[config.mk]
export PLATFORM = sky130hd
export DESIGN_NAME = fetch_stage
export DESIGN_NICKNAME = d
export VERILOG_FILES = /design/src/rtl/mips_pipe_pkg.sv /design/src/rtl/if_dec_reg.sv /design/src/rtl/fetch_stage.sv
export SDC_FILE = /design/constraint.sdc
export NUM_CORES = 1
export LEC_CHECK = 0
export ABC_AREA = 1
export CORE_AREA = 5 5 170 131
export CTS_CLUSTER_SIZE = 20
export DETAILED_ROUTE_END_ITERATION = 8
export DIE_AREA = 0 0 175 136
export PLACE_DENSITY_LB_ADDON = 0.15
export SETUP_SLACK_MARGIN = 0.3
export SYNTH_ARGS = -nofsm -noshare
export SYNTH_HDL_FRONTEND = slang
export SYNTH_SLANG_ARGS = --single-unit
export TNS_END_PERCENT = 5
[constraint.sdc]
create_clock -name Clk -period 2.58 [get_ports Clk]
set_clock_uncertainty 0.2 [all_clocks]
set_input_delay 0.258 -clock Clk [delete_from_list [all_inputs] [get_ports Clk]]
set_output_delay 0.258 -clock Clk [all_outputs]
set_load 0.02 [all_outputs]
[src/rtl/mips_pipe_pkg.sv]
// Shared definitions for the MIPS pipeline front end.
//   WORD_W            datapath width
//   DEFAULT_NOP_WORD  bubble instruction (sll $0,$0,0)
//   DEFAULT_RESET_PC  PC loaded on reset
//   fetchState_e      fetch-stage FSM encoding
package mips_pipe_pkg;

    localparam int unsigned WORD_W = 32;

    localparam logic [WORD_W-1:0] DEFAULT_NOP_WORD = 32'h0000_0000;
    localparam logic [WORD_W-1:0] DEFAULT_RESET_PC = 32'h0000_0000;

    typedef enum logic [1:0] {
        StBoot  = 2'd0,
        StFetch = 2'd1,
        StHold  = 2'd2
    } fetchState_e;

endpackage

[src/rtl/if_dec_reg.sv]
// IF/DEC pipeline register.
//   clk       rising-edge clock
//   rst       asynchronous reset, active-low
//   load      capture instrIn/pc4In and mark valid
//   bubble    replace the instruction with NOP_WORD and clear valid (wins over load)
//   instrIn   instruction to capture
//   pc4In     PC+4 to capture
//   instr     registered instruction
//   pc4       registered PC+4
//   valid     register holds a real instruction
// With neither load nor bubble asserted the register holds.
module if_dec_reg
    import mips_pipe_pkg::*;
#(
    parameter logic [31:0] NOP_WORD = DEFAULT_NOP_WORD
) (
    input  logic        clk,
    input  logic        rst,
    input  logic        load,
    input  logic        bubble,
    input  logic [31:0] instrIn,
    input  logic [31:0] pc4In,
    output logic [31:0] instr,
    output logic [31:0] pc4,
    output logic        valid
);

    logic [31:0] instrQ, instrD;
    logic [31:0] pc4Q, pc4D;
    logic        validQ, validD;

    always_comb begin
        instrD = instrQ;
        pc4D   = pc4Q;
        validD = validQ;
        if (bubble) begin
            // A bubble leaves PC+4 untouched; only the instruction is squashed.
            instrD = NOP_WORD;
            validD = 1'b0;
        end else if (load) begin
            instrD = instrIn;
            pc4D   = pc4In;
            validD = 1'b1;
        end
    end

    always_ff @(posedge clk or negedge rst) begin
        if (!rst) begin
            instrQ <= NOP_WORD;
            pc4Q   <= 32'h0000_0000;
            validQ <= 1'b0;
        end else begin
            instrQ <= instrD;
            pc4Q   <= pc4D;
            validQ <= validD;
        end
    end

    assign instr = instrQ;
    assign pc4   = pc4Q;
    assign valid = validQ;

endmodule

[src/rtl/fetch_stage.sv]
// Instruction fetch stage: PC, instruction-memory handshake, one-entry skid
// buffer and the IF/DEC register.
//   Clk              rising-edge clock
//   Rst              asynchronous reset, active-low
//   Stall_DEC        decode asks IF/DEC to hold
//   Flush_EX         execute-stage redirect (highest priority)
//   Redirect_EX      redirect target, word aligned on use
//   ImemReq          fetch request valid
//   ImemAddr         fetch address (the PC)
//   ImemReady        ImemData valid for ImemAddr this cycle
//   ImemData         instruction word
//   PCResult         current PC
//   Instruction_DEC  IF/DEC instruction
//   PC4_DEC          IF/DEC PC+4
//   Valid_DEC        IF/DEC holds a real instruction
//   FetchCount       instructions delivered to decode (wraps)
module fetch_stage
    import mips_pipe_pkg::*;
#(
    parameter logic [31:0] RESET_PC = DEFAULT_RESET_PC,
    parameter logic [31:0] NOP_WORD = DEFAULT_NOP_WORD
) (
    input  logic        Clk,
    input  logic        Rst,
    input  logic        Stall_DEC,
    input  logic        Flush_EX,
    input  logic [31:0] Redirect_EX,
    output logic        ImemReq,
    output logic [31:0] ImemAddr,
    input  logic        ImemReady,
    input  logic [31:0] ImemData,
    output logic [31:0] PCResult,
    output logic [31:0] Instruction_DEC,
    output logic [31:0] PC4_DEC,
    output logic        Valid_DEC,
    output logic [31:0] FetchCount
);

    fetchState_e stateQ, stateD;
    logic [31:0] pcQ, pcD;
    logic [31:0] countQ, countD;
    logic        skidValidQ, skidValidD;
    logic [31:0] skidInstrQ, skidInstrD;
    logic [31:0] skidPc4Q, skidPc4D;

    logic        regLoad;
    logic        regBubble;
    logic [31:0] regInstr;
    logic [31:0] regPc4;
    logic [31:0] pcPlus4;

    assign pcPlus4 = pcQ + 32'd4;

    always_comb begin
        stateD     = stateQ;
        pcD        = pcQ;
        countD     = countQ;
        skidValidD = skidValidQ;
        skidInstrD = skidInstrQ;
        skidPc4D   = skidPc4Q;
        regLoad    = 1'b0;
        regBubble  = 1'b0;
        regInstr   = ImemData;
        regPc4     = pcPlus4;

        if (Flush_EX) begin
            // Any word returned this cycle belongs to the wrong path and is dropped.
            pcD        = Redirect_EX & ~32'd3;
            regBubble  = 1'b1;
            skidValidD = 1'b0;
            stateD     = StFetch;
        end else begin
            case (stateQ)
                StBoot: begin
                    stateD = StFetch;
                end
                StFetch: begin
                    if (ImemReady) begin
                        if (!Stall_DEC) begin
                            regLoad = 1'b1;
                            pcD     = pcPlus4;
                            countD  = countQ + 32'd1;
                        end else begin
                            // Decode can't take it: park the word, PC advances on release.
                            skidValidD = 1'b1;
                            skidInstrD = ImemData;
                            skidPc4D   = pcPlus4;
                            stateD     = StHold;
                        end
                    end else if (!Stall_DEC) begin
                        regBubble = 1'b1;
                    end
                end
                StHold: begin
                    if (!Stall_DEC) begin
                        if (skidValidQ) begin
                            regLoad  = 1'b1;
                            regInstr = skidInstrQ;
                            regPc4   = skidPc4Q;
                            pcD      = pcPlus4;
                            countD   = countQ + 32'd1;
                        end
                        skidValidD = 1'b0;
                        stateD     = StFetch;
                    end
                end
                default: begin
                    stateD = StBoot;
                end
            endcase
        end
    end

    always_ff @(posedge Clk or negedge Rst) begin
        if (!Rst) begin
            stateQ     <= StBoot;
            pcQ        <= RESET_PC;
            countQ     <= 32'h0000_0000;
            skidValidQ <= 1'b0;
            skidInstrQ <= NOP_WORD;
            skidPc4Q   <= 32'h0000_0000;
        end else begin
            stateQ     <= stateD;
            pcQ        <= pcD;
            countQ     <= countD;
            skidValidQ <= skidValidD;
            skidInstrQ <= skidInstrD;
            skidPc4Q   <= skidPc4D;
        end
    end

    if_dec_reg #(
        .NOP_WORD(NOP_WORD)
    ) u_if_dec_reg (
        .clk    (Clk),
        .rst    (Rst),
        .load   (regLoad),
        .bubble (regBubble),
        .instrIn(regInstr),
        .pc4In  (regPc4),
        .instr  (Instruction_DEC),
        .pc4    (PC4_DEC),
        .valid  (Valid_DEC)
    );

    // Request is a pure function of state, so it drops the moment reset hits.
    assign ImemReq    = (stateQ == StFetch);
    assign ImemAddr   = pcQ;
    assign PCResult   = pcQ;
    assign FetchCount = countQ;

endmodule

Word level (Yosys, flattened, before mapping)
Cells that the tools add are included.
{"block": "word_totals", "output_inout_bits": 162, "reg_bits": 196, "input_bits": 69, "elab_cells": 76}
{"block": "op_classes", "eq_ne": 11, "bitwise": 2, "n_mux": 42, "reduce_logical": 10, "n_addsub": 2}
{"cell": "$mux 32", "n": 19}
{"cell": "$pmux 32 s2", "n": 2}
{"cell": "$add 32x1->32 const B", "n": 1}
{"cell": "$add 32x3->32 const B", "n": 1}
{"cell": "$mux 1", "n": 14}
{"cell": "$ne 3x3->1 const B", "n": 4}
{"cell": "$mux 2", "n": 4}
{"cell": "$reduce_and 4->1", "n": 2}
{"cell": "$ne 2x2->1 const B", "n": 3}
{"cell": "$pmux 2 s3", "n": 1}
{"cell": "$reduce_and 6->1", "n": 1}
{"cell": "$reduce_and 5->1", "n": 1}
{"cell": "$pmux 1 s2", "n": 2}
{"cell": "$reduce_bool 2->1", "n": 2}
{"cell": "$ne 3x2->1 const B", "n": 1}
{"cell": "$reduce_and 3->1", "n": 1}
{"cell": "$reduce_bool 3->1", "n": 1}
{"cell": "$eq 2x1->1 const B", "n": 1}
{"cell": "$eq 2x2->1 const B", "n": 1}
{"cell": "$logic_not 2->1", "n": 1}
{"cell": "$ne 2x1->1 const B", "n": 1}
{"cell": "$not 1->1", "n": 2}
{"cell": "$reduce_and 2->1", "n": 1}

Longest topological paths before layout
{"block": "logic_depth", "depth_word": 6, "depth_mapped": 11, "ltp_nobuf": 10}

Hierarchy
Synthesis repeated with hierarchy kept, for this count alone.
{"block": "unflattened", "hier_cells": 1455, "hier_area_um2": 10398.7}
{"module": "fetch_stage", "area_each_um2": 7853.8, "instances": 1, "seq_area_each_um2": 3178.0, "cells_per_inst": 1173}
{"module": "if_dec_reg", "area_each_um2": 2544.9, "instances": 1, "seq_area_each_um2": 1626.6, "cells_per_inst": 282}

Least setup slack after synthesis
OpenSTA, ideal clock, no wires.
{"block": "synth_timing", "path_kind": "reg-to-reg", "from": "register stateQ[1]", "to": "register u_if_dec_reg.pc4Q[14], in the netlist u_if_dec_reg.pc4[14]", "path_slack_ns": 0.546, "n_path_buf": 2, "arrival_time_ns": 1.717, "setup_ns": 0.117, "synth_period_minus_slack_ns": 2.034, "path_stages_with_launch": 12, "required_ns": 2.263, "cell_sequence": "dfrtp_1 inv_1 ha_1 nand2_1 nor2_2 o21ai_4 nor2_4 inv_2 buf_6 buf_6 nand2_1 nand2_1"}
{"block": "synth_via", "elab_chain_cells": 5, "word_cells_on_any_way": 10, "classes_between": "2 x eq/ne; 6 x mux; 1 x bitwise; 1 x reduce/logical"}
{"element": "start, declared", "line_no": "fetch_stage.sv:39", "text": "fetchState_e stateQ, stateD;"}
{"element": "start signal, assigned", "line_no": "fetch_stage.sv:116", "text": "stateQ <= StBoot;"}
{"element": "start signal, assigned", "line_no": "fetch_stage.sv:123", "text": "stateQ <= stateD;"}
{"element": "$eq 2x1->1 (*)"}
{"element": "net ImemReq", "line_no": "fetch_stage.sv:28", "text": "output logic ImemReq,"}
{"element": "$mux 1", "line_no": "fetch_stage.sv:73", "text": "case (stateQ)"}
{"element": "$mux 1", "line_no": "fetch_stage.sv:66", "text": "if (Flush_EX) begin"}
{"element": "$not 1->1 (no source line)"}
{"element": "$reduce_and 2->1 (no source line) (*)"}
{"element": "end signal, assigned", "line_no": "if_dec_reg.sv:54", "text": "pc4Q <= pc4D;"}
{"element": "end, declared", "line_no": "if_dec_reg.sv:29", "text": "logic [31:0] pc4Q, pc4D;"}
The timed path passes the listed nets; every way through them passes the cells marked *.
A chain may end at the register's enable or synchronous reset.

Worst setup path in the final report
{"block": "layout_timing", "from": "register stateQ[0]", "to": "register u_if_dec_reg.instrQ[9], in the netlist u_if_dec_reg.instr[9]"}
{"block": "layout_via", "elab_chain_cells": 5, "word_cells_on_any_way": 11, "classes_between": "2 x eq/ne; 8 x mux; 1 x reduce/logical"}
{"element": "$eq 2x2->1", "line_no": "fetch_stage.sv:73"}
{"element": "$mux 32", "line_no": "fetch_stage.sv:73"}
{"element": "$mux 32", "line_no": "fetch_stage.sv:66"}
{"element": "$mux 32", "line_no": "if_dec_reg.sv:40", "text": "end else if (load) begin"}
{"element": "$mux 32", "line_no": "if_dec_reg.sv:36", "text": "if (bubble) begin"}
{"element": "end signal, assigned", "line_no": "if_dec_reg.sv:53", "text": "instrQ <= instrD;"}
{"element": "end, declared", "line_no": "if_dec_reg.sv:28", "text": "logic [31:0] instrQ, instrD;"}
Parallel ways exist; a longest one is shown, timed or not. The select of a mux whose other input is x is not followed.

==> flow_summary.toml <==
[run_status]
status = "complete, no violations"

[synthesis]
ys_seq_area_frac = 0.465
synthFlopType = "dfrtp_1"
synth_edf_count = 0
synth.largest_area_cell = "dfrtp_1"
synth_most_common_cell = "nand2_1"
postSynthCellCount = 1425
synth_cell_type_count = 32
avgSynthCellArea_um2 = 7.18
yosys_warnings = 0
synth.top_cells.by_area = "dfrtp_1 46%, nand2_1 19%, nor2_1 7.6%"
async_flop_share = 1.00
yosysTopAreaCellShare = 0.465
ys_ff_latch = 190
synth_area_um2 = 10200
netlist_top_cells_count = "512 x nand2_1, 208 x nor2_1, 190 x dfrtp_1"

[global_route]
grt_pass1_wl_um = 46200
antenna_found_initial = 0
first_global_vias = 9096
grt.overflow.total = 0
grt_max_degree = 66
grt_use_total = 0.240

[cells_and_area]
area_delta_synth_final_pct = 28.7
drive_gt1_frac = 0.0520
layout.area.seq_um2 = 4760
antenna_cells = 0
fillCellCount = 1822
fin_cells = 1880
multiInputGateArea_um2 = 4640
layout.nets = 1679

[floorplanning]
io_pins = 231
core-area_um2 = 20600
die_height_um = 136
rows = 46
start_util = 0.496
dieArea_um2 = 23800
die_w_um = 175

[timing]
setup_ws_ns = 0.386
period_minus_slack_ns = 2.19
whs_ns = 0.151
rsz0062_at_grt = "true"
final_max_slew_viol_count = 0
worst_slew_pin_slew_ns = 0.584
finalCritPeriodShare = 0.850
setup_viol = 0
slew-limit-headroom = 0.611
hold_viol_final = 0
fin_tns_setup_ns = 0
fmax_mhz = 456

[power]
swShare = 0.428
pwr-share-comb = 0.453
ir_drop_uv = 836
switching_power_mw = 6.05
power_density_nw_per_um2 = 1080
clock_power_share = 0.184
finalPower_mw = 14.2
seq_power_share = 0.363
p_int_mw = 8.10
p_leak_nw = 6.27

[setup_path]
cp.required_ns = 2.69
cp_cell_sequence = "inv_1 -> ha_1 -> nand2_1 -> nor2_4 -> nand2_8 -> buf_12 -> o21ai_0 -> o21ai_0"
reg2reg_depth = 8
cpMostUsedCell = "o21ai_0"
startpoint_type = "flip-flop"
timing.rr.start = "stateQ[0]"
max_stage_delay_ns = 0.44
path_buf_inv = 2
regToRegSetupSlack_ns = 0.39
crit_fanout = 45
timing.rr.end = "u_if_dec_reg.instr[9]"
cp-end-kind = "flip-flop"
cpMaxStageDelayCell = "dfrtp_1"
critical_path.top_delay_family = "simple AND/OR/NAND/NOR gates"
crit_type = "reg -> reg"
cp.arrival_ns = 2.30

[routing]
drc = 0
ant_nets = 0
vias_per_cell = 5.14
dr.pass1.iters = 5
vias = 9658
wl_per_cell_um = 15.2
routed_wl_um = 28700
drt-initial-drc-count = 770

[placement]
io_buffers = 222
dpl.hpwl_um = 20400
preCtsSetupSlack_ns = 0.297
place_inst = 1846
gp_congestion = 0.873

[clock_tree]
htreeDepth = 4
post_cts_buffers = 0
clockBufferDepth = 2
path_clk_slew_ns = 0.08
insertion_delay_ns = 0.44
clock_tree.root_cell = "clkbuf_16"
cts_tree = "done"
cts_sinks = 190
cts-buffers-inserted = 17

[flow_run]
drv_cap = 0

[min_path]
hold_class = "in -> async"
## power by group through the flow
stage                     sequential [mW]  clock (mW)  combinational (mW)
after floorplan                      5.68           0                3.18
after global placement               5.13           0                6.24
after detailed placement             5.17           0                6.33
after CTS                            5.13        2.64                6.37
after global routing                 5.31        2.76                7.04
final                                5.14        2.60                6.41
## repair_timing
| action | in CTS | in global routing |
|---|---|---|
| gates cloned | 0 | 1 |
| pin swaps | 0 | 1 |
| hold endpoints to repair | 60 | 0 |
| setup endpoints to repair | 1 | 88 |
| hold buffers | 1 | 0 |
| gates resized for setup | 2 | 11 |
## metal layers
| metal | global-route usage | vias up | routed length [um] | share of wire |
|---|---|---|---|---|
| met1 | 0.352 | 4454 | 13700 | 0.48 |
| met5 | 0 | - | 0 | 0 |
| met3 | 0.0461 | 33 | 1860 | 0.065 |
| li1 | - | 4810 | - | - |
| met4 | 0.0676 | 0 | 442 | 0.015 |
| met2 | 0.365 | 361 | 12700 | 0.44 |
## sequential cells by signal, indices dropped and copies added, names as in the netlist
name                flops
FetchCount             32
skidInstrQ             32
u_if_dec_reg.instr     32
ImemAddr               30
skidPc4Q               30
u_if_dec_reg.pc4       30
stateQ                  2
skidValidQ              1
u_if_dec_reg.valid      1
## metrics by stage
stage | utilization | instance area (um^2)
6_report | 0.639 | 13200
5_1_grt | 0.639 | 13200
4_1_cts | 0.636 | 13100
3_5_place_dp | 0.608 | 12500
3_3_place_gp | 0.608 | 12500
2_1_floorplan | - | 10200
## cells by family after synthesis
logic type	count (synthesis)	share of synthesized area
and+or+nand+nor	841	0.328
DFF	190	0.465
buffers and inverters	185	0.0874
AOI/OAI and AO/OA	179	0.0916
xor gates and xnor gates	22	0.0188
adders and majority gates	7	0.00856
other	1	0.000367
## layout by cell type (no fill, tap or decap), drive strengths merged
master,instances
ha,7
dlygate4sd2,1
nor2,217
o211a,1
o21bai,1
xor2,10
clkinv,7
xnor2,12
nand3,97
nor3,1
dlygate4sd3,1
dfrtp,190
o31ai,1
conb,6
nand2,515
o21ai,154
buf,22
nand3b,9
nand4,2
o211ai,2
inv,100
a31oi,9
clkbuf,19
clkinvlp,1
a21oi,11
clkdlybuf4s50,220
## worst max path at each step
stage | start | endpoint | slack (ns) | cells past startpoint
finish | stateQ[0] | u_if_dec_reg.instr[9] | 0.39 | 8
global route | stateQ[0] | FetchCount[11] | 0.25 | 10
CTS | stateQ[0] | u_if_dec_reg.instr[9] | 0.30 | 8
detailed placement | Flush_EX | u_if_dec_reg.pc4[3] | 0.30 | 6
global placement | Flush_EX | u_if_dec_reg.pc4[3] | 0.33 | 6
floorplan | stateQ[1] | u_if_dec_reg.pc4[14] | 0.55 | 11
## layout make-up
type                       instances  area share
inverter                          93      0.0268
sequential                       190       0.361
clock buffer                      17      0.0323
tap                              264      0.0251
multi-input combinational       1055       0.352
timing repair buffer             246       0.191
clock inverter                    15      0.0111
(Power assumes the default switching activity.)
